## config.mk

```make
export PLATFORM = sky130hd
export DESIGN_NAME = j_pit_bank
export DESIGN_NICKNAME = d
export VERILOG_FILES = /design/src/rtl/j_pit_bank.sv
export SDC_FILE = /design/constraint.sdc
export NUM_CORES = 1
export LEC_CHECK = 0
export BUFFER_PORTS_ARGS = -buffer_cell sky130_fd_sc_hd__buf_2
export CAP_MARGIN = 20
export CORE_UTILIZATION = 55
export DETAILED_ROUTE_END_ITERATION = 8
export PLACE_DENSITY_LB_ADDON = 0.12
export SYNTH_ARGS = -nofsm -noshare
export SYNTH_HDL_FRONTEND = slang
export SYNTH_SLANG_ARGS = --single-unit
```

## constraint.sdc

```tcl
create_clock -name sys_clk -period 12.7 [get_ports sys_clk]
set_input_delay 0.635 -clock sys_clk [delete_from_list [all_inputs] [get_ports sys_clk]]
set_output_delay 0.635 -clock sys_clk [all_outputs]
set_load 0.1 [all_outputs]
```

## src/rtl/j_pit_bank.sv

```systemverilog
// Programmable interval timer bank: NUM_CH prescaler+divider channels with
// one-shot/periodic mode, per-channel interrupt enable/pending and a merged irq.
module j_pit_bank #(
    parameter int NUM_CH = 2,
    parameter int CNT_W  = 16,
    parameter int ADDR_W = 6
) (
    input  logic              sys_clk,
    input  logic              reset,
    input  logic              tick,
    input  logic              cs,
    input  logic              we,
    input  logic              re,
    input  logic [ADDR_W-1:0] a,
    input  logic [15:0]       din,
    output logic [15:0]       dout,
    output logic              dout_oe,
    output logic              irq,
    output logic [NUM_CH-1:0] irq_vec
);

    localparam int CH_W = ADDR_W - 3;

    localparam logic [1:0] REG_PRE  = 2'd0;
    localparam logic [1:0] REG_DIV  = 2'd1;
    localparam logic [1:0] REG_CTRL = 2'd2;
    localparam logic [1:0] REG_STAT = 2'd3;

    logic [CH_W-1:0]  ch_sel;
    logic [1:0]       reg_sel;
    logic             wr_en;
    logic             rd_en;
    logic [CNT_W-1:0] wval;
    logic             a_lsb_unused;

    assign ch_sel       = a[ADDR_W-1:3];
    assign reg_sel      = a[2:1];
    assign wr_en        = cs & we;
    assign rd_en        = cs & re;
    assign wval         = din[CNT_W-1:0];
    assign a_lsb_unused = a[0];

    logic [CNT_W-1:0]  pre_rld [NUM_CH];
    logic [CNT_W-1:0]  pre_cnt [NUM_CH];
    logic [CNT_W-1:0]  div_rld [NUM_CH];
    logic [CNT_W-1:0]  div_cnt [NUM_CH];
    logic [NUM_CH-1:0] en;
    logic [NUM_CH-1:0] oneshot;
    logic [NUM_CH-1:0] ie;
    logic [NUM_CH-1:0] pending;

    logic [NUM_CH-1:0] expire;
    logic [NUM_CH-1:0] wr_hit;
    logic [15:0]       rd_data;

    // Expiry is the tick on which both counters already sit at zero.
    always_comb begin
        // NOTE: every always_comb output gets a default first so no path leaves it unassigned (no latch).
        expire = '0;
        wr_hit = '0;
        for (int i = 0; i < NUM_CH; i++) begin
            expire[i] = tick && en[i] && (pre_cnt[i] == '0) && (div_cnt[i] == '0);
            wr_hit[i] = wr_en && (int'(ch_sel) == i);
        end
    end

    always_ff @(posedge sys_clk or posedge reset) begin
        if (reset) begin
            // NOTE: these per-channel arrays are a handful of control flops, not a RAM, so they are reset.
            for (int i = 0; i < NUM_CH; i++) begin
                pre_rld[i] <= '0;
                pre_cnt[i] <= '0;
                div_rld[i] <= '0;
                div_cnt[i] <= '0;
            end
            en      <= '0;
            oneshot <= '0;
            ie      <= '0;
            pending <= '0;
        end else begin
            for (int i = 0; i < NUM_CH; i++) begin
                if (tick && en[i]) begin
                    if (pre_cnt[i] != '0) begin
                        pre_cnt[i] <= pre_cnt[i] - CNT_W'(1);
                    end else begin
                        pre_cnt[i] <= pre_rld[i];
                        if (div_cnt[i] != '0)
                            div_cnt[i] <= div_cnt[i] - CNT_W'(1);
                        else
                            div_cnt[i] <= div_rld[i];
                    end
                end
                if (expire[i] && oneshot[i])
                    en[i] <= 1'b0;

                // NOTE: the last non-blocking assignment in the block wins, which sets collision priority:
                // CPU writes override the count update, and an expiry overrides a W1C of pending.
                if (wr_hit[i]) begin
                    case (reg_sel)
                        REG_PRE: begin
                            pre_rld[i] <= wval;
                            pre_cnt[i] <= wval;
                        end
                        REG_DIV: begin
                            div_rld[i] <= wval;
                            div_cnt[i] <= wval;
                        end
                        REG_CTRL: begin
                            en[i]      <= din[0];
                            oneshot[i] <= din[1];
                            ie[i]      <= din[2];
                        end
                        REG_STAT: begin
                            if (din[0])
                                pending[i] <= 1'b0;
                        end
                    endcase
                end
                if (expire[i])
                    pending[i] <= 1'b1;
            end
        end
    end

    // Out-of-range channel indices match no channel and read as zero.
    always_comb begin
        rd_data = '0;
        for (int i = 0; i < NUM_CH; i++) begin
            if (int'(ch_sel) == i) begin
                case (reg_sel)
                    REG_PRE:  rd_data = 16'(pre_cnt[i]);
                    REG_DIV:  rd_data = 16'(div_cnt[i]);
                    REG_CTRL: rd_data = {13'b0, ie[i], oneshot[i], en[i]};
                    REG_STAT: rd_data = {15'b0, pending[i]};
                endcase
            end
        end
    end

    // Read data is sampled before this cycle's write lands, so we&re returns the old value.
    always_ff @(posedge sys_clk or posedge reset) begin
        if (reset) begin
            dout    <= '0;
            dout_oe <= 1'b0;
            irq     <= 1'b0;
            irq_vec <= '0;
        end else begin
            dout_oe <= rd_en;
            if (rd_en)
                dout <= rd_data;
            irq_vec <= pending & ie;
            irq     <= |(pending & ie);
        end
    end

endmodule

```

==> flow_metrics.py <==
metrics = {
    "run_status": {
        "run_status": "finished, final reports clean",
    },
    "power": {
        "p_per_area_nw_per_um2": 188,
        "switching_share_pct": 38.1,
        "p_comb_share_pct": 29.5,
        "p_total_mw": 1.81,
        "p_sw_mw": 0.691,
        "pwr-share-seq_pct": 41.4,
        "p_int_mw": 1.12,
        "ir_drop_mv": 0.141,
        "leakage_nw": 4.44,
        "p_clk_share_pct": 29.1,
    },
    "worst_setup_path": {
        "arrival_ps": 3400,
        "rrSetupSlack_ps": 9580,
        "end_kind": "flop",
        "rr_startpoint": "pre_cnt[21]",
        "path_class": "reg -> reg",
        "crit_path_start_kind": "flop",
        "cp_data_required_time_ps": 12980,
        "cp_max_fo": 14,
        "r2r_end": "div_cnt[28]",
        "r2r_cells": 5,
    },
    "logic_synthesis": {
        "yosys-top-cells-count": "254 x nand2_1, 156 x dfrtp_1, 93 x o21ai_0",
        "ys_ff_latch": 156,
        "yosys_warnings": 0,
        "yosysUniqueCellTypes": 64,
        "syn-num-nets": 1073,
        "synthTopCellsByArea": "dfrtp_1 45%, nand2_1 11%, o21ai_0 5.3%",
        "syn_area_um2": 8730,
        "synth-async-reset-ratio_pct": 100,
        "syn_avg_cell_area_um2": 8.42,
        "synth_top_cell_by_area": "dfrtp_1",
        "yosysMostFrequentCell": "nand2_1",
        "synth_edf_count": 0,
        "synthDominantCellAreaShare_pct": 44.7,
        "synth-main-ff-cell": "dfrtp_1",
        "syn_inst": 1037,
        "ys_seq_area_share_pct": 44.7,
    },
    "global_route": {
        "antenna_found_initial": 0,
        "grt_max_degree": 90,
        "grt_pass1_wl_um": 40800,
        "grt_pass1_vias": 7241,
        "grt_usage_pct": 33.2,
        "gr-total-overflow": 0,
    },
    "floorplanning": {
        "die_w_um": 128,
        "num_io_pins": 48,
        "num_rows": 45,
        "start_util_pct": 56.8,
        "fp.dieH_um": 128,
        "dieArea_um2": 16400,
        "coreArea_um2": 15400,
    },
    "placed_design": {
        "gp_congestion": 0.929,
        "hpwlAfterDp_um": 17100,
        "io_buffers": 46,
    },
    "cells_and_area": {
        "multi_input_area_um2": 4460,
        "regArea_um2": 3900,
        "antenna_cells": 0,
        "nNetsFinal": 1077,
        "syn_to_final_growth_pct": 10.5,
        "layout-drive-gt1-share_pct": 11.4,
        "n_fill_cell": 1332,
        "utilization_pct": 62.8,
    },
    "timing": {
        "rsz0062_at_grt": "no",
        "maxSlewViolCount": 0,
        "finalCriticalPeriod_ps": 3120,
        "final-setup-viol-count": 0,
        "finClkSkew_ps": 13.0,
        "fin_tns_setup_ps": 0,
        "relSlewSlack_pct": 28.8,
        "fmax_ghz": 0.320,
        "hold_viol_final": 0,
        "hold_ws_ps": 342,
        "finalCritPeriodShare_pct": 24.6,
        "worstMarginPinSlew_ps": 1070,
    },
    "routing": {
        "first_pass_iters": 5,
        "ant_nets": 0,
        "dr_total_vias": 7992,
        "drt-total-wl_um": 26200,
        "drt-wirelength-per-cell_um": 20.7,
        "initialDrtViolationCount": 930,
        "viasPerCell": 6.32,
        "drc": 0,
    },
    "cts": {
        "clock-sinks": 156,
        "postCtsSetupRepairBufs": 0,
        "clk_latency_ps": 430,
        "cts.hold.buffers_added": 0,
        "cts-root-buf": "clkbuf_16",
        "cts_resized": 0,
        "path_clk_slew_ps": 60,
        "htreeDepth": 4,
        "ctsLongestPathBuffers": 2,
        "numCtsBuffers": 17,
        "cts_tree": "yes",
    },
    "hold_path": {
        "hold_class": "in -> async",
    },
    "run": {
        "maxCapViolCount": 0,
    },
}
[sequential cells by signal, indices dropped and copies added, names as in the netlist]
name,count
div_cnt,32
div_rld,32
dout,16
dout_oe,1
en,2
ie,2
irq,1
irq_vec,2
oneshot,2
pending,2
pre_cnt,32
pre_rld,32
[power groups by stage]
stage / clock (mW) / sequential (mW) / combinational [mW]
finish: 0.527 / 0.751 / 0.534
global route: 0.548 / 0.762 / 0.590
CTS: 0.532 / 0.742 / 0.526
detailed placement: 0 / 0.749 / 0.521
global placement: 0 / 0.747 / 0.511
floorplan: 0 / 0.702 / 0.415
[per-stage QoR]
| step | std cells | area [µm²] | setup slack [ps] |
|---|---|---|---|
| detailed placement | 1232 | 9030 | 9580 |
| floorplan | 1037 | 8730 | 7860 |
| global placement | 1232 | 9030 | 9530 |
| finish | 1265 | 9650 | 9580 |
| CTS | 1264 | 9630 | 9670 |
| global route | 1265 | 9650 | 9350 |
[metal layers]
layer	part of all wire, %	vias up	track usage (%)
li1	-	3719	-
met1	45	3848	49.7
met2	44	384	48.2
met3	8.0	41	5.72
met4	2.6	0	12.2
met5	0	-	0
[worst max-delay path by stage]
stage / to / startpoint / slack [ps] / cells past startpoint
after global routing: div_cnt[28] / pre_cnt[21] / 9350 / 5
after detailed placement: pre_cnt[5] / a[5] / 9580 / 6
after global placement: pre_cnt[5] / a[5] / 9530 / 6
final: div_cnt[28] / pre_cnt[21] / 9580 / 5
after floorplan: div_cnt[0] / reset / 7860 / 1
after CTS: div_cnt[28] / pre_cnt[21] / 9670 / 5
[cell type report]
cell class	instances	area share [%]
multi-input combinational	786	46.3
sequential	156	40.5
clock buffer	21	4.77
timing repair buffer	57	3.32
tap	211	2.74
clock inverter	11	1.48
inverter	23	0.947
[worst max-delay path, stage by stage (launching register included)]
cell and delay (ps):
dfrtp_1 460, nor4_1 760, nand4_1 440, or2_0 690, o41ai_1 490, a31oi_1 130
[placed cells by master, fill, tap and decap left out, drive strengths merged, types with 6 or more instances in the layout]
master,instances
a21oi,43
o22a,17
mux2,15
nor2,52
nor3,36
ha,8
o211ai,6
or3,13
a211oi,8
o2bb2ai,6
dfrtp,156
nor4,19
a31oi,12
or2,8
inv,23
nor3b,6
a2bb2oi,14
o21ai,100
nand2,254
nand4,13
clkbuf,21
nand3,18
nand2b,8
mux2i,33
buf,57
and2,11
o31ai,23
[cell families after synthesis]
kind of cell	synth area share (%)
multiplexers	5.76
AND/OR/NAND/NOR	24.3
AO/OA/AOI/OAI	19.7
flip-flops	44.7
buffers and inverters	4.39
adder cells (fa/ha/maj)	1.15
Note: power is estimated with default switching activity, not from simulation.
